File: config.mk
export PLATFORM = sky130hd
export DESIGN_NAME = rtype_exec
export DESIGN_NICKNAME = d
export VERILOG_FILES = /design/src/rtl/rtype_exec.sv
export SDC_FILE = /design/constraint.sdc
export NUM_CORES = 2
export LEC_CHECK = 0
export BUFFER_PORTS_ARGS = -buffer_cell sky130_fd_sc_hd__buf_4
export CAP_MARGIN = 10
export CORE_ASPECT_RATIO = 0.8
export CORE_UTILIZATION = 55
export DETAILED_ROUTE_END_ITERATION = 7
export PLACE_DENSITY = 0.78
export REMOVE_ABC_BUFFERS = 1
export SETUP_SLACK_MARGIN = 0.1
export SYNTH_ARGS = -nofsm -noshare
export SYNTH_HDL_FRONTEND = slang
export SYNTH_SLANG_ARGS = --single-unit
File: constraint.sdc
create_clock -name clk -period 9.66 [get_ports clk]
set_input_delay 1.449 -clock clk [delete_from_list [all_inputs] [get_ports clk]]
set_output_delay 1.449 -clock clk [all_outputs]
set_load 0.005 [all_outputs]
File: src/rtl/rtype_exec.sv
// RV32 R-type executor: 4-cycle IDLE/DECODE/EXEC/WB FSM with a 32x32 register file.
// Optional M-extension multiplies: define RTYPE_EXEC_MEXT_EN.
module rtype_exec #(
  parameter int XLEN = 32
) (
  input  logic            clk,
  input  logic            rst,
  input  logic            instr_valid,
  input  logic [31:0]     instr,
  output logic            instr_ready,
  input  logic            dbg_we,
  input  logic [4:0]      dbg_addr,
  input  logic [XLEN-1:0] dbg_wdata,
  output logic [XLEN-1:0] op1,
  output logic [XLEN-1:0] op2,
  output logic [XLEN-1:0] res,
  output logic [4:0]      wrt,
  output logic            done,
  output logic            illegal
);

  typedef enum logic [1:0] {
    IDLE   = 2'd0,
    DECODE = 2'd1,
    EXEC   = 2'd2,
    WB     = 2'd3
  } state_e;

  state_e state_q, state_d;

  logic [31:0]     instr_q;
  logic [XLEN-1:0] op1_q, op2_q, res_q;
  logic [4:0]      wrt_q;
  logic            done_q, illegal_q;
  logic [XLEN-1:0] rf_q [32];

  logic [6:0]      f7;
  logic [2:0]      f3;
  logic [4:0]      rs1, rs2, shamt;
  logic            legal;
  logic [XLEN-1:0] rs1_v, rs2_v, alu;

  assign f7    = instr_q[31:25];
  assign f3    = instr_q[14:12];
  assign rs1   = instr_q[19:15];
  assign rs2   = instr_q[24:20];
  assign shamt = op2_q[4:0];

  assign rs1_v = (rs1 == 5'd0) ? '0 : rf_q[rs1];
  assign rs2_v = (rs2 == 5'd0) ? '0 : rf_q[rs2];

`ifdef RTYPE_EXEC_MEXT_EN
  logic [2*XLEN-1:0] a_s, a_u, b_s, b_u;
  logic [2*XLEN-1:0] mul_ss, mul_su, mul_uu;

  assign a_s = {{XLEN{op1_q[XLEN-1]}}, op1_q};
  assign a_u = {{XLEN{1'b0}}, op1_q};
  assign b_s = {{XLEN{op2_q[XLEN-1]}}, op2_q};
  assign b_u = {{XLEN{1'b0}}, op2_q};

  // Modular 2*XLEN products of extended operands give every high half.
  assign mul_ss = a_s * b_s;
  assign mul_su = a_s * b_u;
  assign mul_uu = a_u * b_u;
`endif

  // Legality of the latched encoding, evaluated while in DECODE.
  always_comb begin
    legal = 1'b0;
    if (instr_q[6:0] == 7'b0110011) begin
      unique case (1'b1)
        (f7 == 7'b0000000): legal = 1'b1;
        (f7 == 7'b0100000): legal = (f3 == 3'b000) || (f3 == 3'b101);
`ifdef RTYPE_EXEC_MEXT_EN
        (f7 == 7'b0000001): legal = ~f3[2];
`endif
        default:            legal = 1'b0;
      endcase
    end
  end

  // ALU result from the registered operands.
  always_comb begin
    alu = '0;
    unique case ({f7, f3})
      10'b0000000_000: alu = op1_q + op2_q;
      10'b0100000_000: alu = op1_q - op2_q;
      10'b0000000_001: alu = op1_q << shamt;
      10'b0000000_010: alu = {{(XLEN-1){1'b0}},
                              $signed(op1_q) < $signed(op2_q)};
      10'b0000000_011: alu = {{(XLEN-1){1'b0}}, op1_q < op2_q};
      10'b0000000_100: alu = op1_q ^ op2_q;
      10'b0000000_101: alu = op1_q >> shamt;
      10'b0100000_101: alu = $unsigned($signed(op1_q) >>> shamt);
      10'b0000000_110: alu = op1_q | op2_q;
      10'b0000000_111: alu = op1_q & op2_q;
`ifdef RTYPE_EXEC_MEXT_EN
      10'b0000001_000: alu = mul_ss[XLEN-1:0];
      10'b0000001_001: alu = mul_ss[2*XLEN-1:XLEN];
      10'b0000001_010: alu = mul_su[2*XLEN-1:XLEN];
      10'b0000001_011: alu = mul_uu[2*XLEN-1:XLEN];
`endif
      default:         alu = '0;
    endcase
  end

  // Next-state logic; rejected encodings drop straight back to IDLE.
  always_comb begin
    state_d = state_q;
    unique case (state_q)
      IDLE:    if (instr_valid) state_d = DECODE;
      DECODE:  state_d = legal ? EXEC : IDLE;
      EXEC:    state_d = WB;
      WB:      state_d = IDLE;
      default: state_d = IDLE;
    endcase
  end

  // FSM, instruction latch, operand/result registers and status pulses.
  always_ff @(posedge clk) begin
    if (rst) begin
      state_q   <= IDLE;
      instr_q   <= '0;
      op1_q     <= '0;
      op2_q     <= '0;
      res_q     <= '0;
      wrt_q     <= '0;
      done_q    <= 1'b0;
      illegal_q <= 1'b0;
    end else begin
      state_q   <= state_d;
      done_q    <= (state_q == WB);
      illegal_q <= (state_q == DECODE) && !legal;
      if (state_q == IDLE && instr_valid) begin
        instr_q <= instr;
      end
      if (state_q == DECODE && legal) begin
        op1_q <= rs1_v;
        op2_q <= rs2_v;
        wrt_q <= instr_q[11:7];
      end
      if (state_q == EXEC) begin
        res_q <= alu;
      end
    end
  end

  // Register file: debug preload only in IDLE, writeback in WB, x0 stays zero.
  always_ff @(posedge clk) begin
    if (rst) begin
      for (int i = 0; i < 32; i++) begin
        rf_q[i] <= '0;
      end
    end else if (state_q == WB) begin
      if (wrt_q != 5'd0) rf_q[wrt_q] <= res_q;
    end else if (state_q == IDLE && dbg_we) begin
      if (dbg_addr != 5'd0) rf_q[dbg_addr] <= dbg_wdata;
    end
  end

  assign instr_ready = (state_q == IDLE);
  assign op1         = op1_q;
  assign op2         = op2_q;
  assign res         = res_q;
  assign wrt         = wrt_q;
  assign done        = done_q;
  assign illegal     = illegal_q;

endmodule

==> summary.txt <==
Layout Skew -> 33.4 ps
Slew HR -> 0.103
Prevailing post-synth register cell -> edfxtp_1
Root Driver -> clkbuf_16
Most frequent cells in the layout -> nor2_1, edfxtp_1, mux4_2, buf_4, nand2_1
Core area -> 0.119 mm²
Startpoint types -> primary input
Rows -> 113
Die Span Y -> 312 µm
Max-slew violation count -> 0
Fraction of registers with async set or reset after synthesis -> 0
Min cycle time layout -> 5010 ps
Worst min-delay path class -> register to register
IO Port Bufs -> 176
Adder-cell share of the synthesized area -> 0.0192
CP max FO -> 33
CTS buffer count -> 113
Total iterations of the first detailed-routing run -> 8
Placed Area -> 0.0688 mm²
CTS Sinks -> 1171
Worst path cell trace -> buf_4, or2_1, o41ai_4, nand2_1, and2_1, nor2_1, nand2_2, nand2b_2
Final Hold Viols -> 0
Status -> finished, violations left
Hold-critical path depth -> 2
Peak VDD IR -> 0.157 mV
Final Cycle Share -> 0.518
Synth Area in Compound Gates -> 0.0602
Clock Pin Slew Worst Setup and Hold Paths -> 60 ps
Largest family of logic cells by synthesized area -> multiplexers
Final ANT Viol Nets -> 0
EDFF count, synth -> 1024
Largest net degree at the start of global routing -> 122
Hold endpoint -> instr_q[5]
Initial antenna violation count -> 12
RSZ-0062 raised after global routing -> false
Placed cells -> 6426
Final nets -> 5166
XOR/XNOR share of the synthesized area -> 0.00226
Critical Path RT -> 10010 ps
Ys Warns -> 0
Estimated wirelength of the detail-placed design -> 162000 µm
Worst skew pair latency -> 770 ps
CTS HTree Levels -> 3
CP Capture Type -> register
Lkg Pwr -> 0.0236 µW
1st-iter DRT viols -> 10618
Vias -> 49853
Avg Inst Size Synth -> 13.1 µm²
Slowest CP cell -> nand2b_2
FF+latch count, synth -> 1171
Max-cap violations -> 0
Commonest non-fill, non-tap cell in the layout -> nor2_1
Final hold slack -> 455 ps
Starting Density -> 0.556
Gr usage total -> 0.405
I/O pin cnt -> 177
Chip Width -> 389 µm
Final instance area -> 0.0725 mm²
Postcts setup bufs -> 0
Register area share after synthesis -> 0.511
Final setup vio count -> 0
Grt total ovfl -> 0
Mux cell area share after synthesis -> 0.264
Worst R2R End -> res[28]
Worst reg-to-reg setup slack -> 4900 ps
Cts hold-fix bufs -> 0
R2r worst-path depth -> 11
Crit-path max cell delay -> 1220 ps
Synthesized cell area -> 0.0660 mm²
Worst Max-Slew Pin Slew -> 1350 ps
Kind of critical path -> primary input to register
Share of cells above drive strength 1 -> 0.275
Final wirelength -> 247000 µm
Synthesis-to-layout area growth -> 9.81%
First-pass GRT wire length -> 348000 µm
Netlist cell types -> 97
Non-Filler Instances -> 6638
CP Data Arrival Time -> 5360 ps
Number of remaining DRC errors -> 7
Power Density -> 160 mW/mm²
Max Freq -> 0.200 GHz
Failing checks -> design-rule violations
DIE AREA -> 0.121 mm²
RR Startpoint -> op2[2]
RePlAce Congestion -> 1.09
Hold Crit Start -> instr_q[5]
Synthesized instance count -> 5046
Drt wl/cell -> 37.3 µm
Clock tree from TritonCTS -> yes
Number of global-route vias before repair -> 46337
Post-Synth Simple-Gate Area -> 0.106
Clock Path Buffers -> 3
Via density -> 7.51
# resized after CTS -> 0
-- kinds of logic after synthesis --
group	Yosys count
buf+inv	615
mux	850
xor+xnor	17
fa+ha+maj	100
flops	1171
other cells	1
simple gates	1705
compound gates	587
-- routing by layer --
layer / share of wire / global-route usage / vias up
met5: 0.0015 / 0.0134 / -
met4: 0.057 / 0.175 / 24
met3: 0.19 / 0.178 / 760
met2: 0.41 / 0.551 / 5211
met1: 0.34 / 0.564 / 24758
li1: - / - / 19100
-- critical path, delay by kind of cell --
kind            cells  cell delay [ps]
compound gates      1              680
buf+inv             1              130
simple gates        6             3030
-- worst max-delay path by stage --
stage                     start      endpoint  slack [ps]  depth (start not counted)
global placement    dbg_addr[1]  rf_q[20][20]        4240                          8
global route        dbg_addr[1]  rf_q[21][21]        4580                          8
floorplan              register        op2[0]       -2490                          5
finish              dbg_addr[1]   rf_q[20][7]        4650                          8
detailed placement  dbg_addr[1]  rf_q[21][20]        4140                          8
CTS                 dbg_addr[1]   rf_q[21][7]        4890                          8
-- layout make-up --
class	instances	area (µm²)
repair buffers	312	2420
clock buffers	140	2970
flip-flops and latches	1171	33700
inverters	104	390
diodes	1	2.50
clock inverters	67	666
multi-input cells	3291	30300
well taps	1552	1940
fillers	8675	46300
-- synth_stat cells (8+ instances only) --
master | count | area, µm²
nor2_1 | 1230 | 4620
edfxtp_1 | 1024 | 30700
mux4_2 | 704 | 15900
clkbuf_1 | 393 | 1480
nand2_1 | 246 | 923
dfxtp_1 | 147 | 2940
a21oi_1 | 146 | 731
inv_1 | 99 | 372
ha_1 | 98 | 1230
o21ai_0 | 96 | 480
buf_2 | 89 | 445
mux2_2 | 75 | 845
a22oi_1 | 72 | 541
mux2i_1 | 71 | 711
nand2b_1 | 45 | 282
nand3_1 | 36 | 180
nor3_1 | 36 | 180
o211ai_1 | 36 | 270
a31oi_1 | 25 | 156
a211oi_1 | 24 | 180
a221oi_1 | 20 | 175
a21o_1 | 19 | 143
buf_1 | 16 | 60.1
o2111ai_1 | 13 | 114
o21bai_1 | 13 | 97.6
or3_1 | 13 | 81.3
xnor2_1 | 13 | 114
a2111oi_0 | 11 | 96.3
and3_1 | 11 | 68.8
nor2b_1 | 11 | 68.8
o22ai_1 | 11 | 68.8
nand4_1 | 10 | 62.6
nor4_1 | 10 | 62.6
o21ai_1 | 9 | 45.0
or2_2 | 9 | 56.3
o31ai_1 | 8 | 60.1
-- metrics by stage --
stage,power [µW],util,setup slack [ps],TNS [ps]
after floorplan,6790,-,-2490,-158910
after global placement,7120,0.579,4240,0
after detailed placement,7150,0.579,4140,0
after CTS,11500,0.610,4890,0
after global routing,11800,0.610,4580,0
final,11600,0.610,4650,0
-- power breakdown --
part / switching [µW] / internal [µW] / leakage [µW] / total, µW
combinational: 770 / 545 / 0.0101 / 1310
sequential: 152 / 5670 / 0.0118 / 5820
clock: 2050 / 2440 / 0.00177 / 4490
total: 2970 / 8650 / 0.0236 / 11600
-- flip-flops by register name, summed over array words and instances, names as in the netlist, named ones only --
register and count:
done 1, illegal 1, instr_q 32, op1 32, op2 32, res 32, rf_q 1024, state_q 1
wrt 5
Power figures use the tool's default switching activity.
